===== config.mk =====
export PLATFORM = sky130hd
export DESIGN_NAME = sprite_mover
export DESIGN_NICKNAME = d
export VERILOG_FILES = /design/src/rtl/sprite_mover.sv
export SDC_FILE = /design/constraint.sdc
export NUM_CORES = 1
export LEC_CHECK = 0
export ABC_AREA = 1
export CAP_MARGIN = 10
export CORE_MARGIN = 2
export CORE_UTILIZATION = 30
export CTS_CLUSTER_SIZE = 28
export DETAILED_ROUTE_END_ITERATION = 12
export HOLD_SLACK_MARGIN = 0.03
export MAX_ROUTING_LAYER = met4
export PLACE_DENSITY = 0.44
export SYNTH_ARGS = -nofsm -noshare
export SYNTH_HDL_FRONTEND = slang
export SYNTH_SLANG_ARGS = --single-unit

===== constraint.sdc =====
create_clock -name clk -period 6 [get_ports clk]
set_input_delay 0.6 -clock clk [delete_from_list [all_inputs] [get_ports clk]]
set_output_delay 0.6 -clock clk [all_outputs]
set_load 0.1 [all_outputs]

===== src/rtl/sprite_mover.sv =====
// sprite_mover: moves a sprite with debounced buttons (tap + auto-repeat) and overlays it on the pixel stream
//   clk, rst                   : pixel clock, async active-high reset
//   left/right/up/down         : raw asynchronous button levels
//   frame_tick                 : one-clock pulse per frame; the only time the position changes
//   x, y, video_on             : current pixel coordinate and visibility
//   pixel_color, sprite_hit    : registered overlay outputs, 1-clock latency
//   sprite_x, sprite_y         : sprite top-left position
module sprite_mover #(
  parameter int          SCREEN_W     = 640,
  parameter int          SCREEN_H     = 480,
  parameter int          SPR_W        = 32,
  parameter int          SPR_H        = 32,
  parameter int          STEP         = 4,
  parameter int          DEB_CYCLES   = 250000,
  parameter int          REPEAT_DELAY = 15,
  parameter int          REPEAT_RATE  = 4,
  parameter logic [11:0] COLOR        = 12'h0F0
) (
  input  logic        clk,
  input  logic        rst,
  input  logic        left,
  input  logic        right,
  input  logic        up,
  input  logic        down,
  input  logic        frame_tick,
  input  logic [9:0]  x,
  input  logic [9:0]  y,
  input  logic        video_on,
  output logic [11:0] pixel_color,
  output logic [9:0]  sprite_x,
  output logic [9:0]  sprite_y,
  output logic        sprite_hit
);
  localparam logic [10:0] MAX_X = 11'(SCREEN_W - SPR_W);
  localparam logic [10:0] MAX_Y = 11'(SCREEN_H - SPR_H);
  localparam int DW = $clog2(DEB_CYCLES);
  localparam int RW = $clog2((REPEAT_DELAY > REPEAT_RATE ? REPEAT_DELAY : REPEAT_RATE) + 1);
  typedef enum logic [1:0] {IDLE, DELAY, REPEAT} state_t;
  logic [3:0] btn, s1_q, s2_q, deb_q, deb_d;
  logic [DW-1:0] dcnt_q [4];
  logic [DW-1:0] dcnt_d [4];
  // Direction encoding: 2'b01 = +1, 2'b11 = -1, 2'b00 = none. Axis 0 = x, axis 1 = y.
  logic [1:0] dir_n [2];
  logic [1:0] dir_q [2];
  logic [1:0] dir_d [2];
  state_t st_q [2];
  state_t st_d [2];
  logic pend_q [2];
  logic pend_d [2];
  logic [RW-1:0] cnt_q [2];
  logic [RW-1:0] cnt_d [2];
  logic mv [2];
  logic [9:0] sx_q, sx_d, sy_q, sy_d;
  logic hit_d, hit_q;
  logic [11:0] pc_q;
  assign btn = {down, up, right, left};
  always_comb begin
    for (int i = 0; i < 4; i++) begin
      deb_d[i] = deb_q[i];
      dcnt_d[i] = '0;
      if (s2_q[i] != deb_q[i]) begin
        dcnt_d[i] = dcnt_q[i] + DW'(1);
        if (dcnt_q[i] == DW'(DEB_CYCLES - 1)) begin
          deb_d[i] = s2_q[i];
          dcnt_d[i] = '0;
        end
      end
    end
  end
  assign dir_n[0] = (deb_q[1] & ~deb_q[0]) ? 2'b01 : (deb_q[0] & ~deb_q[1]) ? 2'b11 : 2'b00;
  assign dir_n[1] = (deb_q[3] & ~deb_q[2]) ? 2'b01 : (deb_q[2] & ~deb_q[3]) ? 2'b11 : 2'b00;
  // A pending tap always wins the tick; the repeat counter only runs while the same direction stays held.
  always_comb begin
    for (int a = 0; a < 2; a++) begin
      st_d[a] = st_q[a];
      dir_d[a] = dir_q[a];
      pend_d[a] = pend_q[a];
      cnt_d[a] = cnt_q[a];
      mv[a] = 1'b0;
      if (frame_tick && pend_q[a]) begin
        mv[a] = 1'b1;
        pend_d[a] = 1'b0;
        cnt_d[a] = RW'(REPEAT_DELAY);
      end else if (frame_tick && st_q[a] != IDLE && dir_n[a] == dir_q[a]) begin
        if (cnt_q[a] == RW'(1)) begin
          mv[a] = 1'b1;
          cnt_d[a] = RW'(REPEAT_RATE);
          st_d[a] = REPEAT;
        end else begin
          cnt_d[a] = cnt_q[a] - RW'(1);
        end
      end
      if (dir_n[a] == 2'b00) begin
        st_d[a] = IDLE;
      end else if (st_q[a] == IDLE || dir_n[a] != dir_q[a]) begin
        dir_d[a] = dir_n[a];
        pend_d[a] = 1'b1;
        st_d[a] = DELAY;
      end
    end
  end
  // 11-bit arithmetic so a step below zero is detected instead of wrapping.
  function automatic logic [9:0] step_pos(input logic [9:0] p, input logic [1:0] d, input logic [10:0] lim);
    logic [10:0] e;
    e = {1'b0, p};
    if (d == 2'b11) e = (e < 11'(STEP)) ? 11'd0 : e - 11'(STEP);
    else if (d == 2'b01) e = (e + 11'(STEP) > lim) ? lim : e + 11'(STEP);
    return e[9:0];
  endfunction
  assign sx_d = mv[0] ? step_pos(sx_q, dir_q[0], MAX_X) : sx_q;
  assign sy_d = mv[1] ? step_pos(sy_q, dir_q[1], MAX_Y) : sy_q;
  assign hit_d = video_on
    && ({1'b0, x} >= {1'b0, sx_q}) && ({1'b0, x} < {1'b0, sx_q} + 11'(SPR_W))
    && ({1'b0, y} >= {1'b0, sy_q}) && ({1'b0, y} < {1'b0, sy_q} + 11'(SPR_H));
  always_ff @(posedge clk or posedge rst) begin
    if (rst) begin
      s1_q <= '0;
      s2_q <= '0;
      deb_q <= '0;
      for (int i = 0; i < 4; i++) dcnt_q[i] <= '0;
      for (int a = 0; a < 2; a++) begin
        st_q[a] <= IDLE;
        dir_q[a] <= 2'b00;
        pend_q[a] <= 1'b0;
        cnt_q[a] <= '0;
      end
      sx_q <= 10'((SCREEN_W - SPR_W) / 2);
      sy_q <= 10'((SCREEN_H - SPR_H) / 2);
      hit_q <= 1'b0;
      pc_q <= 12'h000;
    end else begin
      s1_q <= btn;
      s2_q <= s1_q;
      deb_q <= deb_d;
      for (int i = 0; i < 4; i++) dcnt_q[i] <= dcnt_d[i];
      for (int a = 0; a < 2; a++) begin
        st_q[a] <= st_d[a];
        dir_q[a] <= dir_d[a];
        pend_q[a] <= pend_d[a];
        cnt_q[a] <= cnt_d[a];
      end
      sx_q <= sx_d;
      sy_q <= sy_d;
      hit_q <= hit_d;
      pc_q <= hit_d ? COLOR : 12'h000;
    end
  end
  assign sprite_x = sx_q;
  assign sprite_y = sy_q;
  assign sprite_hit = hit_q;
  assign pixel_color = pc_q;
endmodule

; ---- After elaboration in Yosys (flattened, before gate mapping)
; Cells that the tools add are included.
[op_classes]
add_sub_neg = 12
multipliers = 0
div_mod_pow = 0
n_lt_le_gt_ge = 8
n_eq_ne = 20
n_shift = 0
muxes = 49
bitwise = 10
n_reduce_logical = 36
[ops]
columns = operator, count
row1 = $mux W18, 8
row2 = $mux W10, 8
row3 = $add A18 B1 Y18 const B, 4
row4 = $eq A18 B18 Y1 const B, 4
row5 = $mux W2, 14
row6 = $mux W4, 6
row7 = $add A10 B3 Y11 const B, 2
row8 = $add A10 B6 Y11 const B, 2
row9 = $lt A10 B11 Y1, 2
row10 = $ge A10 B10 Y1, 2
row11 = $lt A10 B3 Y1 const B, 2
row12 = $sub A10 B3 Y10 const B, 2
row13 = $reduce_and A2 Y1, 8
row14 = $mux W1, 12
row15 = $reduce_bool A2 Y1, 6
row16 = $reduce_bool A3 Y1, 4
row17 = $gt A11 B10 Y1 const B, 1
row18 = $gt A11 B9 Y1 const B, 1
row19 = $logic_and A1 B1 Y1, 10
row20 = $eq A4 B1 Y1 const B, 2
row21 = $logic_not A2 Y1, 4
row22 = $mux W8, 1
row23 = $sub A4 B1 Y4 const B, 2
row24 = $ne A3 B1 Y1 const B, 2
row25 = other kinds (9), 26
[word_totals]
reg_bits = 131
latchBits = 0
mem_bits_rw = 0
romBits = 0
inputBits = 28
out_inout_bits = 33
wordCells = 157
mem_count = 0

; ---- Logic depth before layout (Yosys ltp)
; Gate-level depths: netlist of the first run.
[logic_depth]
depth_word = 10
depth_mapped = 13
depth_no_buf = 13

; ---- Worst setup path before layout of the first run
; OpenSTA, ideal clock, no wires.
[synth_timing]
path_kind = reg-to-reg
from = register sx_q[6] (netlist: sprite_x[6])
to = register pc_q[6] (netlist: pixel_color[6])
setup_ns = 0.071
arrival_ns = 2.436
required_time_ns = 5.929
slack_ns = 3.492
stages_incl_launch_ff = 12
path_buffers = 0
synth_period_minus_slack_ns = 2.508
path_cell_list = dfrtp_1 inv_1 ha_1 inv_1 ha_1 a21oi_1 nand2_1 nand4_1 nand2_1 nor2_1 nand3_1 nor2_1
[synth_via]
elab_chain_len = 6
word_cells_on_any_way = 8
classes_between = add/sub (1) / order compare (2) / mux (1) / reduce/logical (4)
[synth_lines]
columns = element, line
row1 = "start, declared", 53  ; logic [9:0] sx_q, sx_d, sy_q, sy_d;
row2 = "start signal, assigned", 127  ; sx_q <= 10'((SCREEN_W - SPR_W) / 2);
row3 = $add A10 B6 Y11 or $ge A10 B10 Y1 (tied branches), 113  ; && ({1'b0, x} >= {1'b0, sx_q}) && ({1'b0, x} < {1'b0, sx_q} + 11'(SPR_W))
row4 = $lt A10 B11 Y1 or $logic_and A1 B1 Y1 (tied branches), 113
row5 = $logic_and A1 B1 Y1 *, 113
row6 = $logic_and A1 B1 Y1 * (2 in series), 114  ; && ({1'b0, y} >= {1'b0, sy_q}) && ({1'b0, y} < {1'b0, sy_q} + 11'(SPR_H));
row7 = via hit_d, 54  ; logic hit_d, hit_q;
row8 = $mux W8 *, 145  ; pc_q <= hit_d ? COLOR : 12'h000;
row9 = "end signal, assigned", 145
row10 = "end, declared", 55  ; logic [11:0] pc_q;
; The timed path passes the listed nets; every way through them passes the cells marked *.
; A chain may end at the register's enable or synchronous reset.

; ---- Worst setup path after layout of the first run
[layout_timing]
from = register sy_q[5] (netlist: sprite_y[5])
to = output port sprite_y[5]
[layout_lines]
columns = element, line
row1 = "start, declared", 53
row2 = "start signal, assigned", 128  ; sy_q <= 10'((SCREEN_H - SPR_H) / 2);
row3 = "start signal, assigned", 143  ; sy_q <= sy_d;
row4 = "end, declared", 31  ; output logic [9:0] sprite_y,
; No word-level cell between the ends.

==> impl_metrics.csv, run 1 <==
group,metric,value,unit
critical_path,reg2reg_slack,3.80,ns
pwr,power_density,226,nW/µm²
pwr,power_frac_seq,0.398,
pwr,internal_power,1.62,mW
drt,dr.pass1.iters,4,
clock_tree,cts_made_buffers,17,
floorplan,dieArea,27600,µm²
critical_path,cp_max_fo,11,
critical_path,crit_start,"sprite_y[5]",
yosys,syn_inst,1044,
grt,grt_pass1_vias,6588,
final_layout,multi_input_area,4220,µm²
drt,viasPerCell,4.61,
clock_tree,cts_hold_buffers,0,
critical_path,cp-start-kind,"flip-flop",
clock_tree,ctsResizeCount,0,
final_layout,utilization,0.357,
yosys,yosys.area.top_type_share,0.359,
final_layout,nFillCells,2746,
yosys,synth_area,7880,µm²
final_layout,syn_to_final_growth,17.3,%
grt,grt_max_degree,65,
critical_path,worstSetupPathType,"reg2out",
clock_tree,clk_pin_slew_worst_paths,0.06,ns
critical_path,crit_cells,1,
final_layout,fin_area,9240,µm²
critical_path,cp-end-kind,"output port",
grt,grt_pass1_wl,31300,µm
sta,hold_viol,0,
sta,max_freq,349,MHz
critical_path,rr_startpoint,"sprite_y[5]",
sta,rsz0062_at_grt,"false",
clock_tree,clock_latency,0.42,ns
floorplan,rows,59,
clock_tree,postCtsSetupRepairBufs,0,
critical_path,r2r_end,"pixel_color[6]",
critical_path,critPathTopFamily,"buffers and inverters",
clock_tree,clockRootBuffer,"clkbuf_16",
critical_path,crit_buf_inv,1,
pwr,p_leak,4.22,nW
pwr,peakVddDrop,0.000145,V
placement,port_buffers,44,
placement,dp_hpwl,13400,µm
grt,grt_usage,0.140,
drt,wl_per_cell,12.4,µm
drt,drtIter0Drc,438,
final_layout,layout-drive-gt1-share,0.0768,
sta,skew,0.00948,ns
final_layout,diodes,0,
critical_path,endpoint,"sprite_y[5]",
sta,finalMaxSlewViolations,0,
sta,fin_crit_sh,0.478,
final_layout,layout_common_cells,"nand2_1 (214), nor2_1 (138), inv_1 (132)",
sta,slew_headroom,0.341,
yosys,synth-seq-cells,119,
yosys,ys_warn_count,0,
drt,vias,6651,
critical_path,arrival,2.27,ns
drt,ant_nets,0,
floorplan,core,25900,µm²
sta,setup_viol,0,
placement,gp_congestion,0.808,
floorplan,pin_count,61,
yosys,synth_cell_types,46,
clock_tree,clock_sinks,119,
min_path,worst_hold_path_type,"reg2reg",
final_layout,final_common_cell,"nand2_1",
drt,drt-total-wl,17900,µm
sta,hold_slack,0.348,ns
critical_path,cpPeakStageDelay,1.18,ns
yosys,synth_edf_count,0,
min_path,hp-start,"s1_q[2]",
yosys,synth.area.top_cells,"dfrtp_1 (36%), nand2_1 (10%), ha_1 (7.1%)",
yosys,synth_largest_area_cell,"dfrtp_1",
clock_tree,cts_tree,"built",
sta,worstMarginPinSlew,0.986,ns
grt,antenna_found_initial,0,
clock_tree,htreeDepth,4,
pwr,p_sw,470,µW
outcome,status,"finished clean",
final_layout,finalNetCount,1167,
critical_path,worstPathCellList,"clkdlybuf4s50_1",
yosys,synth_seq_area_share,0.379,
critical_path,critPathSlowestCell,"clkdlybuf4s50_1",
drt,drc,0,
clock_tree,clk_path_buf_depth,2,
run,max-cap-violations,0,
critical_path,cp_data_required_time,5.40,ns
pwr,pwr-share-comb,0.066,
pwr,clkPwrFrac,0.536,
placement,placed_area,8600,µm²
sta,tns,0,ns
sta,finalCriticalPeriod,2.87,ns
pwr,swShare,0.225,
yosys,avgSynthCellArea,7.55,µm²
floorplan,chipHeight,166,µm
floorplan,start_util,0.304,
floorplan,die_x,166,µm
yosys,synthFlopType,"dfrtp_1",
yosys,async_reset_ff_frac,1.00,
grt,grt_overflow,0,
critical_path,rr_worst_depth,9,
final_layout,ff_latch_area,2990,µm²
[per-stage QoR]
step / setup WS, ns / cells / power (mW)
2_1_floorplan: 2.25 / 1055 / 0.949
3_3_place_gp: 3.54 / 1410 / 0.984
3_5_place_dp: 3.54 / 1410 / 0.985
4_1_cts: 3.10 / 1442 / 2.13
5_1_grt: 3.08 / 1442 / 2.18
6_report: 3.13 / 1442 / 2.09
[synth_stat cells (2+ instances only)]
library cell / count
nand2_1: 214
nor2_1: 138
inv_1: 133
dfrtp_1: 113
nand3_1: 76
nor3_1: 48
ha_1: 45
a21oi_1: 40
xor2_1: 40
nand4_1: 36
o21ai_0: 24
buf_4: 22
nor4_1: 12
nor3b_1: 11
nand2_2: 8
nor2_2: 7
dfstp_2: 6
inv_2: 6
nand3_2: 6
xnor2_1: 6
a31oi_1: 5
a21o_1: 4
nor2_4: 4
nor3_2: 4
or2_2: 4
a31o_2: 3
o211ai_1: 3
o21ai_1: 3
buf_6: 2
nor3_4: 2
nor3b_2: 2
o21a_1: 2
o311ai_0: 2
[area by class of cell]
cell class | count | share of cell area
Tap cell | 335 | 0.0453
Clock inverter | 9 | 0.0188
Sequential cell | 119 | 0.323
Multi-Input combinational cell | 771 | 0.456
Timing Repair Buffer | 45 | 0.0485
Inverter | 140 | 0.0574
Clock buffer | 23 | 0.0506
[power groups by stage]
stage / Clock [mW] / Sequential, mW / Combinational (mW)
6_report: 1.12 / 0.829 / 0.138
2_1_floorplan: 0 / 0.842 / 0.107
3_5_place_dp: 0 / 0.843 / 0.141
5_1_grt: 1.19 / 0.831 / 0.157
3_3_place_gp: 0 / 0.843 / 0.141
4_1_cts: 1.16 / 0.829 / 0.142
[routing by layer]
layer / GRT usage / vias to the layer above / routed length, µm
li1: - / 3507 / -
met1: 0.177 / 3025 / 8710
met2: 0.224 / 97 / 8310
met3: 0.0291 / 22 / 568
met4: 0.0503 / 0 / 349
met5: - / - / 0
[cells by family after synthesis]
group,after synthesis,share of synthesized area
AND/OR/NAND/NOR,575,0.339
buffers and inverters,165,0.0911
flip-flops,119,0.379
AO/OA/AOI/OAI,93,0.0678
XOR/XNOR,46,0.0511
adder cells (fa/ha/maj),45,0.0715
other,1,0.000476
[state kept, by name (all words and copies together) (netlist names)]
register and flops:
sprite_y 8, pixel_color 1, sprite_x 8, cnt_q 8, st_q 4, dir_q 4, s2_q 4, pend_q 2
s1_q 4, deb_q 4, dcnt_q 72
[worst min path at each step]
stage / to / slack, ns / cells after the start
detailed placement: s2_q[3] / 0.34 / 0
global placement: s2_q[2] / 0.33 / 0
global route: s2_q[0] / 0.36 / 0
finish: s2_q[2] / 0.35 / 0
floorplan: s2_q[0] / 0.33 / 0
CTS: s2_q[2] / 0.35 / 0
No activity file was read; power rests on OpenSTA's default activity.
==> run 2: changes to the inputs <==
Settings changed: PLACE_DENSITY 0.44 to 0.45.
Clock period 6 ns to 2.45 ns, I/O delays scaled along.
==> run 2 against run 1 <==
  * Total power grew 140%
  * Largest power group unchanged
  * Design area shrank 0.22%
  * Routed wire length grew 0.62%
  * Critical endpoint is now pixel_color[6]
  * Count of clock-buffer cells in the layout shrank 1
  * Flip-flop and latch count is the same
  * Critical path type is now reg2reg
  * Setup slack lost 2.8 ns
==> impl_metrics.csv, run 2 (synthesis gave the netlist of run 1 again) <==
group,metric,value,unit
outcome,status,"finished clean",
pwr,p_leak,4.27,nW
sta,setup_viol,0,
sta,slew_headroom,0.564,
grt,grt_overflow,0,
min_path,worst_hold_path_type,"in2async",
critical_path,cp_data_required_time,2.80,ns
critical_path,cp_max_fo,8,
critical_path,cp-end-kind,"flip-flop",
sta,worstMarginPinSlew,0.653,ns
placement,dp_hpwl,13600,µm
drt,drc,0,
final_layout,stdcell_count,1447,
critical_path,arrival,2.47,ns
sta,skew,0.00977,ns
critical_path,critPathTopFamily,"flip-flops",
final_layout,layout_common_cells,"nand2_1 (214), nor2_1 (138), inv_1 (132)",
final_layout,layout-drive-gt1-share,0.103,
clock_tree,clk_path_buf_depth,2,
drt,drtIter0Drc,271,
grt,grt_pass1_wl,31600,µm
grt,grt_usage,0.141,
sta,rsz0062_at_grt,"false",
clock_tree,htreeDepth,4,
clock_tree,cts_made_buffers,17,
critical_path,worstSetupPathType,"reg2reg",
clock_tree,ctsResizeCount,0,
pwr,p_total,4.93,mW
critical_path,crit_buf_inv,2,
drt,ant_nets,0,
floorplan,core,25900,µm²
sta,fin_crit_sh,0.868,
placement,placedCellCount,1415,
clock_tree,clock_sinks,119,
final_layout,finalNetCount,1172,
final_layout,nFillCells,2720,
grt,grt_pass1_vias,6524,
run,max-cap-violations,0,
critical_path,worstPathCellList,"inv_1 > ha_1 > inv_1 > ha_1 > a21oi_1 > nand2_1 > nand4_1 > nand2_1 > nor2_1 > nand3_1 > nor2_1",
drt,drt-total-wl,18100,µm
clock_tree,clk_pin_slew_worst_paths,0.06,ns
final_layout,diodes,0,
critical_path,cpPeakStageDelay,0.63,ns
sta,max_freq,470,MHz
final_layout,top_register,"dcnt_q",
final_layout,syn_to_final_growth,17.0,%
floorplan,chipHeight,166,µm
drt,wl_per_cell,12.5,µm
final_layout,largest_register_ffs,72,
clock_tree,clock_latency,0.42,ns
sta,finalCriticalPeriod,2.13,ns
placement,port_buffers,44,
clock_tree,cts_hold_buffers,0,
sta,tns,0,ns
pwr,peakVddDrop,0.000437,V
pwr,power_density,535,nW/µm²
sta,hold_viol,0,
floorplan,pin_count,61,
sta,finalMaxSlewViolations,0,
floorplan,start_util,0.304,
critical_path,critPathSlowestCell,"dfstp_2",
floorplan,rows,59,
critical_path,cp-start-kind,"flip-flop",
grt,antenna_found_initial,0,
clock_tree,cts_tree,"built",
clock_tree,clockRootBuffer,"clkbuf_16",
floorplan,die_x,166,µm
floorplan,dieArea,27600,µm²
grt,grt_max_degree,43,
drt,vias,6634,
clock_tree,postCtsSetupRepairBufs,0,
placement,gp_congestion,0.829,
final_layout,final_common_cell,"nand2_1",
drt,dr.pass1.iters,5,
drt,viasPerCell,4.58,
## run 2: cell count changes in the layout (fill, tap and decap cells not counted), sizes merged
cell           previous run  this run
buf                       1        27
clkdlybuf4s50            44        23
clkinv                    5         8
bufinv                    5         3
clkbuf                   23        22
clkinvlp                  0         1
inv                     139       138
## run 2: layout make-up
type | count | area, µm² | area share
inverters | 140 | 529 | 0.0574
multi-input cells | 771 | 4220 | 0.457
repair buffers | 50 | 470 | 0.0510
flip-flops and latches | 119 | 2990 | 0.324
clock inverters | 10 | 125 | 0.0136
well taps | 335 | 419 | 0.0454
clock buffers | 22 | 474 | 0.0514
## run 2: final timing paths
| check | cells past startpoint | slack, ns | to | from |
|---|---|---|---|---|
| min in group clk | 1 | 0.27 | s1_q[1] | right |
| min reg2reg | 0 | 0.35 | s2_q[1] | s1_q[1] |
| max | 11 | 0.32 | pixel_color[6] | sprite_x[5] |
| max reg2reg | 11 | 0.32 | pixel_color[6] | sprite_x[5] |
| max in group asynchronous | 3 | 1.50 | sprite_x[8] | rst |
| min | 2 | 0.27 | dcnt_q[70] | rst |
## run 2: stage by stage
| stage | hold WS, ns | worst slack (ns) | util | instance area, µm² |
|---|---|---|---|---|
| after floorplan | 0.276 | 0.0354 | - | 7930 |
| after global placement | 0.335 | 0.328 | 0.333 | 8620 |
| after detailed placement | 0.336 | 0.335 | 0.333 | 8620 |
| after CTS | 0.251 | 0.307 | 0.356 | 9220 |
| after global routing | 0.253 | 0.0616 | 0.356 | 9220 |
| final | 0.267 | 0.324 | 0.356 | 9220 |
## run 2: report_power, final
group          total (mW)  internal [mW]  switching (mW)  leakage (nW)
clock                2.55           1.67           0.888         0.303
sequential           2.03           2.00          0.0287          1.57
combinational       0.348          0.107           0.241          2.40
total                4.93           3.78            1.16          4.27
## run 2: per-layer routing
layer / vias to the layer above / track usage / part of all wire
li1: 3519 / - / -
met1: 3003 / 0.186 / 0.50
met2: 93 / 0.222 / 0.45
met3: 19 / 0.0229 / 0.025
met4: 0 / 0.0484 / 0.016
met5: - / - / 0
## run 2: worst register-to-register path, cell delays in order (launching register included)
cell     delay [ns]
dfstp_2        0.63
inv_1          0.17
ha_1           0.31
inv_1          0.04
ha_1           0.30
a21oi_1        0.13
nand2_1        0.09
nand4_1        0.07
nand2_1        0.06
nor2_1         0.09
nand3_1        0.08
nor2_1         0.08
